`config.mk`:
```
export PLATFORM = sky130hd
export DESIGN_NAME = board_io_ctrl
export DESIGN_NICKNAME = d
export VERILOG_FILES = /design/src/rtl/ace_io_pkg.sv /design/src/rtl/key_debounce.sv /design/src/rtl/board_io_ctrl.sv
export SDC_FILE = /design/constraint.sdc
export NUM_CORES = 1
export LEC_CHECK = 0
export ABC_AREA = 1
export BUFFER_PORTS_ARGS = -buffer_cell sky130_fd_sc_hd__buf_2
export CORE_MARGIN = 2
export CORE_UTILIZATION = 57
export CTS_CLUSTER_DIAMETER = 150
export DETAILED_ROUTE_END_ITERATION = 6
export GPL_ROUTABILITY_DRIVEN = 0
export GPL_TIMING_DRIVEN = 0
export HOLD_SLACK_MARGIN = 0.06
export PLACE_DENSITY = 0.8
export SKIP_LAST_GASP = 1
export SLEW_MARGIN = 40
export SYNTH_ARGS = -nofsm -noshare
export SYNTH_HDL_FRONTEND = slang
export SYNTH_SLANG_ARGS = --single-unit
```
`constraint.sdc`:
```
create_clock -name clk -period 2 [get_ports clk]
set_input_delay 0.2 -clock clk [delete_from_list [all_inputs] [get_ports clk]]
set_output_delay 0.2 -clock clk [all_outputs]
set_load 0.05 [all_outputs]
```
`src/rtl/ace_io_pkg.sv`:
```
// Shared definitions for the board I/O peripheral: register offsets,
// bus handshake states and seven-segment encoding.
package ace_io_pkg;

    localparam logic [2:0] OFF_HEX_DATA = 3'd0;
    localparam logic [2:0] OFF_HEX_EN   = 3'd1;
    localparam logic [2:0] OFF_LEDR     = 3'd2;
    localparam logic [2:0] OFF_LEDG     = 3'd3;
    localparam logic [2:0] OFF_SW       = 3'd4;
    localparam logic [2:0] OFF_KEY      = 3'd5;
    localparam logic [2:0] OFF_KEY_EDGE = 3'd6;
    localparam logic [2:0] OFF_RSVD     = 3'd7;

    localparam logic [6:0] SEG_BLANK = 7'h7F;

    typedef enum logic [1:0] {
        ST_IDLE = 2'd0,
        ST_RESP = 2'd1,
        ST_HOLD = 2'd2
    } bus_state_t;

    // Active-low segments, bit 0 = segment a ... bit 6 = segment g.
    function automatic logic [6:0] seg7(input logic [3:0] nib);
        logic [6:0] seg;
        case (nib)
            4'h0: seg = 7'h40;
            4'h1: seg = 7'h79;
            4'h2: seg = 7'h24;
            4'h3: seg = 7'h30;
            4'h4: seg = 7'h19;
            4'h5: seg = 7'h12;
            4'h6: seg = 7'h02;
            4'h7: seg = 7'h78;
            4'h8: seg = 7'h00;
            4'h9: seg = 7'h10;
            4'hA: seg = 7'h08;
            4'hB: seg = 7'h03;
            4'hC: seg = 7'h46;
            4'hD: seg = 7'h21;
            4'hE: seg = 7'h06;
            default: seg = 7'h0E;
        endcase
        return seg;
    endfunction

endpackage

```
`src/rtl/key_debounce.sv`:
```
// Synchronises one active-low push-button and accepts a new level only after
// it has been held for DEBOUNCE_CYCLES consecutive cycles.
module key_debounce #(
    parameter int unsigned DEBOUNCE_CYCLES = 250000
) (
    input  logic clk,
    input  logic rst_n,
    input  logic raw_n,
    output logic level,
    output logic rise
);

    localparam int unsigned CNT_W = $clog2(DEBOUNCE_CYCLES);
    localparam logic [CNT_W-1:0] CNT_LAST = CNT_W'(DEBOUNCE_CYCLES - 1);

    logic             sync1;
    logic             sync2;
    logic [CNT_W-1:0] cnt;

    always_ff @(posedge clk) begin
        if (!rst_n) begin
            sync1 <= 1'b1;
            sync2 <= 1'b1;
            level <= 1'b0;
            rise  <= 1'b0;
            cnt   <= '0;
        end else begin
            sync1 <= raw_n;
            sync2 <= sync1;
            rise  <= 1'b0;
            if ((!sync2) == level) begin
                cnt <= '0;
            end else if (cnt == CNT_LAST) begin
                level <= ~level;
                rise  <= ~level;
                cnt   <= '0;
            end else begin
                cnt <= cnt + CNT_W'(1);
            end
        end
    end

endmodule

```
`src/rtl/board_io_ctrl.sv`:
```
// Memory-mapped board I/O: seven-segment digits, LEDs, synchronised switches,
// debounced keys with sticky press events, behind a one-ack-per-request bus.
module board_io_ctrl
    import ace_io_pkg::*;
#(
    parameter int unsigned HEX_DIGITS      = 8,
    parameter int unsigned LEDR_W          = 18,
    parameter int unsigned LEDG_W          = 9,
    parameter int unsigned SW_W            = 10,
    parameter int unsigned KEY_W           = 4,
    parameter logic [31:0] BASE_ADDR       = 32'hFFFF_0000,
    parameter int unsigned DEBOUNCE_CYCLES = 250000
) (
    input  logic                    clk,
    input  logic                    rst_n,
    input  logic                    mem_read,
    input  logic                    mem_write,
    input  logic [31:0]             mem_addr,
    input  logic [31:0]             mem_write_data,
    output logic [31:0]             mem_read_data,
    output logic                    mem_ack,
    input  logic [SW_W-1:0]         sw,
    input  logic [KEY_W-1:0]        key,
    output logic [HEX_DIGITS*7-1:0] hex_seg,
    output logic [LEDR_W-1:0]       ledr,
    output logic [LEDG_W-1:0]       ledg
);

    localparam int unsigned HEX_W = HEX_DIGITS * 4;

    bus_state_t            state;
    logic [HEX_W-1:0]      hex_data;
    logic [HEX_DIGITS-1:0] hex_en;
    logic [SW_W-1:0]       sw_meta;
    logic [SW_W-1:0]       sw_sync;
    logic [KEY_W-1:0]      key_level;
    logic [KEY_W-1:0]      key_rise;
    logic [KEY_W-1:0]      key_edge;
    logic [KEY_W-1:0]      edge_clr;
    logic [2:0]            offset;
    logic [31:0]           rd_word;
    logic                  sel;
    logic                  req;
    logic                  accept;
    logic                  unused_bits;

    assign sel         = (mem_addr[31:5] == BASE_ADDR[31:5]);
    assign offset      = mem_addr[4:2];
    assign req         = mem_read | mem_write;
    assign accept      = (state == ST_IDLE) && sel && req;
    assign edge_clr    = (accept && mem_write && offset == OFF_KEY_EDGE) ?
                         KEY_W'(mem_write_data) : '0;
    assign unused_bits = ^{mem_addr[1:0], mem_write_data};

    for (genvar k = 0; k < KEY_W; k++) begin : g_key
        key_debounce #(
            .DEBOUNCE_CYCLES(DEBOUNCE_CYCLES)
        ) u_key_debounce (
            .clk  (clk),
            .rst_n(rst_n),
            .raw_n(key[k]),
            .level(key_level[k]),
            .rise (key_rise[k])
        );
    end

    always_comb begin
        rd_word = '0;
        case (offset)
            OFF_HEX_DATA: rd_word = 32'(hex_data);
            OFF_HEX_EN:   rd_word = 32'(hex_en);
            OFF_LEDR:     rd_word = 32'(ledr);
            OFF_LEDG:     rd_word = 32'(ledg);
            OFF_SW:       rd_word = 32'(sw_sync);
            OFF_KEY:      rd_word = 32'(key_level);
            OFF_KEY_EDGE: rd_word = 32'(key_edge);
            default:      rd_word = '0;
        endcase
    end

    // HOLD waits for the request to drop so a held request is acked once.
    always_ff @(posedge clk) begin
        if (!rst_n) begin
            state         <= ST_IDLE;
            mem_ack       <= 1'b0;
            mem_read_data <= '0;
            hex_data      <= '0;
            hex_en        <= '0;
            ledr          <= '0;
            ledg          <= '0;
        end else begin
            case (state)
                ST_IDLE: begin
                    if (accept) begin
                        state         <= ST_RESP;
                        mem_ack       <= 1'b1;
                        mem_read_data <= mem_write ? 32'h0 : rd_word;
                        if (mem_write) begin
                            case (offset)
                                OFF_HEX_DATA: hex_data <= HEX_W'(mem_write_data);
                                OFF_HEX_EN:   hex_en   <= HEX_DIGITS'(mem_write_data);
                                OFF_LEDR:     ledr     <= LEDR_W'(mem_write_data);
                                OFF_LEDG:     ledg     <= LEDG_W'(mem_write_data);
                                default:      ;
                            endcase
                        end
                    end
                end
                ST_RESP: begin
                    state         <= ST_HOLD;
                    mem_ack       <= 1'b0;
                    mem_read_data <= '0;
                end
                ST_HOLD: begin
                    if (!req) begin
                        state <= ST_IDLE;
                    end
                end
                default: state <= ST_IDLE;
            endcase
        end
    end

    // Sticky key events: a new press overrides a simultaneous clear.
    always_ff @(posedge clk) begin
        if (!rst_n) begin
            key_edge <= '0;
            sw_meta  <= '0;
            sw_sync  <= '0;
        end else begin
            key_edge <= (key_edge & ~edge_clr) | key_rise;
            sw_meta  <= sw;
            sw_sync  <= sw_meta;
        end
    end

    always_ff @(posedge clk) begin
        if (!rst_n) begin
            hex_seg <= '1;
        end else begin
            for (int i = 0; i < HEX_DIGITS; i++) begin
                hex_seg[7*i +: 7] <= hex_en[i] ? seg7(hex_data[4*i +: 4]) : SEG_BLANK;
            end
        end
    end

endmodule
```
==> impl_metrics.csv <==
group,metric,value,unit
logic_synthesis,gate_count_post_synth,1687,
cts,clkTransAtPathRegs,0.06,ns
route,route.detailed.drc,0,
power,irDropWorstVdd,0.000730,V
logic_synthesis,adder_and_majority_gate_portion_of_the_synthesized_area,0.0533,
logic_synthesis,combinational_family_with_the_most_area_after_synthesis,"simple AND/OR/NAND/NOR gates",
die,die_w,150,um
sta,max_slew_margin,0.563,
die,row_count,53,
logic_synthesis,compound_gate_portion_of_the_synthesized_area,0.101,
die,vertical_die_dimension,150,um
logic_synthesis,yosys.area.top_type_share,0.442,
logic_synthesis,synth-xor-area-share,0.0172,
route,final_antenna_net_count,0,
cts,cts.repair_timing.setup_buffer_count,0,
logic_synthesis,synthesis.yosys.warnings,0,
die,start_util,0.581,
run_status,outcome,"finished clean",
worst_setup_path,timing.critical_path.fanout_max,10,
power,fin_total_pwr,10.9,mW
worst_setup_path,cp-end-kind,"flop",
worst_setup_path,critPathRequiredTime,2.43,ns
finish,finish.instance_area,15000,um^2
place,port_buffers,193,
sta,timing.final.hold_violations,0,
place,hpwlAfterDp,22800,um
logic_synthesis,yosys-top-cells-area,"sky130_fd_sc_hd__dfxtp_1 44%, sky130_fd_sc_hd__nand2_1 12%, sky130_fd_sc_hd__nor2_1 8.2%, sky130_fd_sc_hd__inv_1 6.0%, sky130_fd_sc_hd__ha_1 5.3%",
min_path,hold_path.class,"in2reg",
sta,timing.final.setup_violations,0,
logic_synthesis,ys.flop_type,"sky130_fd_sc_hd__dfxtp_1",
global_routing,global_route_wire_length_before_repair,50600,um
logic_synthesis,yosys-top-cells-count,"380 x sky130_fd_sc_hd__nand2_1, 270 x sky130_fd_sc_hd__dfxtp_1, 268 x sky130_fd_sc_hd__nor2_1",
logic_synthesis,postSynthNetCount,1821,
logic_synthesis,synth_mux_area_frac,0,
logic_synthesis,synth-edff-count,0,
sta,skew,0.0287,ns
worst_setup_path,timing.critical_path.from_type,"flop",
worst_setup_path,worstSetupPathType,"reg2reg",
cts,cts_buffers,28,
sta,worst_slew_pin_slew,0.655,ns
logic_synthesis,synth_largest_area_cell,"sky130_fd_sc_hd__dfxtp_1",
die,core_area,21000,um^2
die,dieArea,22600,um^2
route,drt_pass1_iterations,7,
finish,fin_nets,2095,
sta,final.min_clock_period,1.91,ns
flow_run,cap_viol_max_count,0,
logic_synthesis,ys_seq_elements,270,
sta,final_max_slew_viol_count,0,
logic_synthesis,yosys.cell_count.top_type,"sky130_fd_sc_hd__nand2_1",
finish,synthToLayoutAreaGrowth,22.6,%
finish,post_route_cells_drive_above_1_share,0.149,
route,num_vias,11800,
logic_synthesis,post_synth_and_or_nand_nor_area_fraction,0.302,
route,first_iter_violations,782,
logic_synthesis,synthesis.area_per_instance,7.24,um^2
power,power.density_cell_area,725,nW/um^2
cts,cts.path.max_buffers,3,
global_routing,gr-total-overflow,0,
logic_synthesis,synth_seq_area_share,0.442,
cts,cts_htree_levels,1,
logic_synthesis,post_synth_num_cell_types,41,
route,drt_wl_total,31900,um
place,placed_cell_area,13500,um^2
worst_setup_path,r2r_slack,0.09,ns
power,static-leakage-power,6.53,nW
worst_setup_path,endpoint_arrival_time_on_the_critical_path,2.34,ns
sta,fmaxAchievable,523,MHz
cts,tritoncts,"done",
die,number_of_top_level_design_ports,198,
route,vias_per_cell,5.23,
sta,layout_worst_path_cycle_share,0.956,
route,avgRoutedWirePerCell,14.1,um
global_routing,grt_start_max_net_pins,15,
logic_synthesis,synth-async-reset-ratio,0,
cts,clkLatencyLatePin,0.56,ns
sta,setup_repair_after_global_routing_missed_its_margin,"no",
cts,root_driver,"sky130_fd_sc_hd__clkbuf_16",
global_routing,grt_pass1_vias,10800,
global_routing,grt_use_total,0.274,
logic_synthesis,syn_area,12200,um^2
global_routing,grt_antenna_before_repair,2,
cts,clock_sink_count,270,
layout make-up:
type	instances	area [um^2]
buffer	60	270
clock buffer	41	830
fill	1659	6050
timing repair buffer	244	1480
tap	275	344
multi-input combinational	1154	5810
clock inverter	6	70.1
antenna	1	2.50
inverter	203	764
sequential	270	5410
layer usage:
metal  routed length (um)  GRT usage  up-vias
li1                     -          -     5961
met1                13200      0.345     5269
met2                14800      0.467      461
met3                 2570     0.0521      103
met4                 1300      0.101        2
met5                   15          0        -
state kept, by name, summed over array words and instances (netlist names), 8 cells and up:
name / flops
sw_meta: 10
hex_data: 32
ledr: 18
hex_seg: 56
g_key.u_key_debounce.cnt: 72
ledg: 9
hex_en: 8
sw_sync: 10
mem_read_data: 32
repair_timing:
action                                 CTS  global route
endpoints found under the hold margin   88             0
resized for setup                        0            16
setup endpoints to repair                0            62
hold buffers                            51             0
cell families after synthesis:
| family | count (synthesis) |
|---|---|
| simple gates | 862 |
| xor+xnor | 24 |
| compound gates | 216 |
| flops | 270 |
| buf+inv | 263 |
| fa+ha+maj | 52 |
path summary, 6_finish.rpt:
path / end / cells after the start / from
worst min register to register: sw_sync[0] / 2 / sw_meta[0]
worst max register to register: hex_data[1] / 9 / state[0]
worst max-delay path: hex_data[1] / 9 / state[0]
worst min-delay path: key_edge[2] / 4 / mem_write
cells in the final DEF (no fill, tap or decap), types with 28 or more instances in the layout:
cell / instances
sky130_fd_sc_hd__a21oi_1: 99
sky130_fd_sc_hd__buf_2: 206
sky130_fd_sc_hd__clkbuf_1: 43
sky130_fd_sc_hd__clkbuf_16: 28
sky130_fd_sc_hd__dfxtp_1: 270
sky130_fd_sc_hd__dlygate4sd3_1: 51
sky130_fd_sc_hd__ha_1: 52
sky130_fd_sc_hd__inv_1: 196
sky130_fd_sc_hd__nand2_1: 376
sky130_fd_sc_hd__nand3_1: 92
sky130_fd_sc_hd__nand4_1: 38
sky130_fd_sc_hd__nor2_1: 266
sky130_fd_sc_hd__nor3_1: 34
sky130_fd_sc_hd__o21ai_0: 52
per-stage QoR:
step,setup slack (ns),TNS (ns),instances,hold slack [ns],utilization
2_1_floorplan,0.461,0,1687,0.298,-
3_3_place_gp,-0.183,-2.29,2155,0.380,0.644
3_5_place_dp,-0.165,-2.49,2155,0.387,0.644
4_1_cts,0.0402,0,2253,0.0689,0.711
5_1_grt,0.00444,0,2253,0.107,0.712
6_report,0.0875,0,2254,0.0740,0.712
where the power goes:
part / switching, mW / internal, mW / leakage, nW
clock: 2.10 / 2.98 / 0.446
sequential: 0.0116 / 5.41 / 2.18
combinational: 0.200 / 0.160 / 3.90
total: 2.31 / 8.55 / 6.53
critical path, stage by stage, from the launching register on:
cell and delay (ns):
sky130_fd_sc_hd__dfxtp_1 0.33, sky130_fd_sc_hd__nor2_1 0.12, sky130_fd_sc_hd__nand2_2 0.10, sky130_fd_sc_hd__nor2_4 0.11, sky130_fd_sc_hd__nand2_2 0.08, sky130_fd_sc_hd__nor2_4 0.21, sky130_fd_sc_hd__nand3_2 0.29, sky130_fd_sc_hd__buf_2 0.32
sky130_fd_sc_hd__nor2_1 0.17, sky130_fd_sc_hd__nor2_1 0.06
No activity file was read; power rests on OpenSTA's default activity.
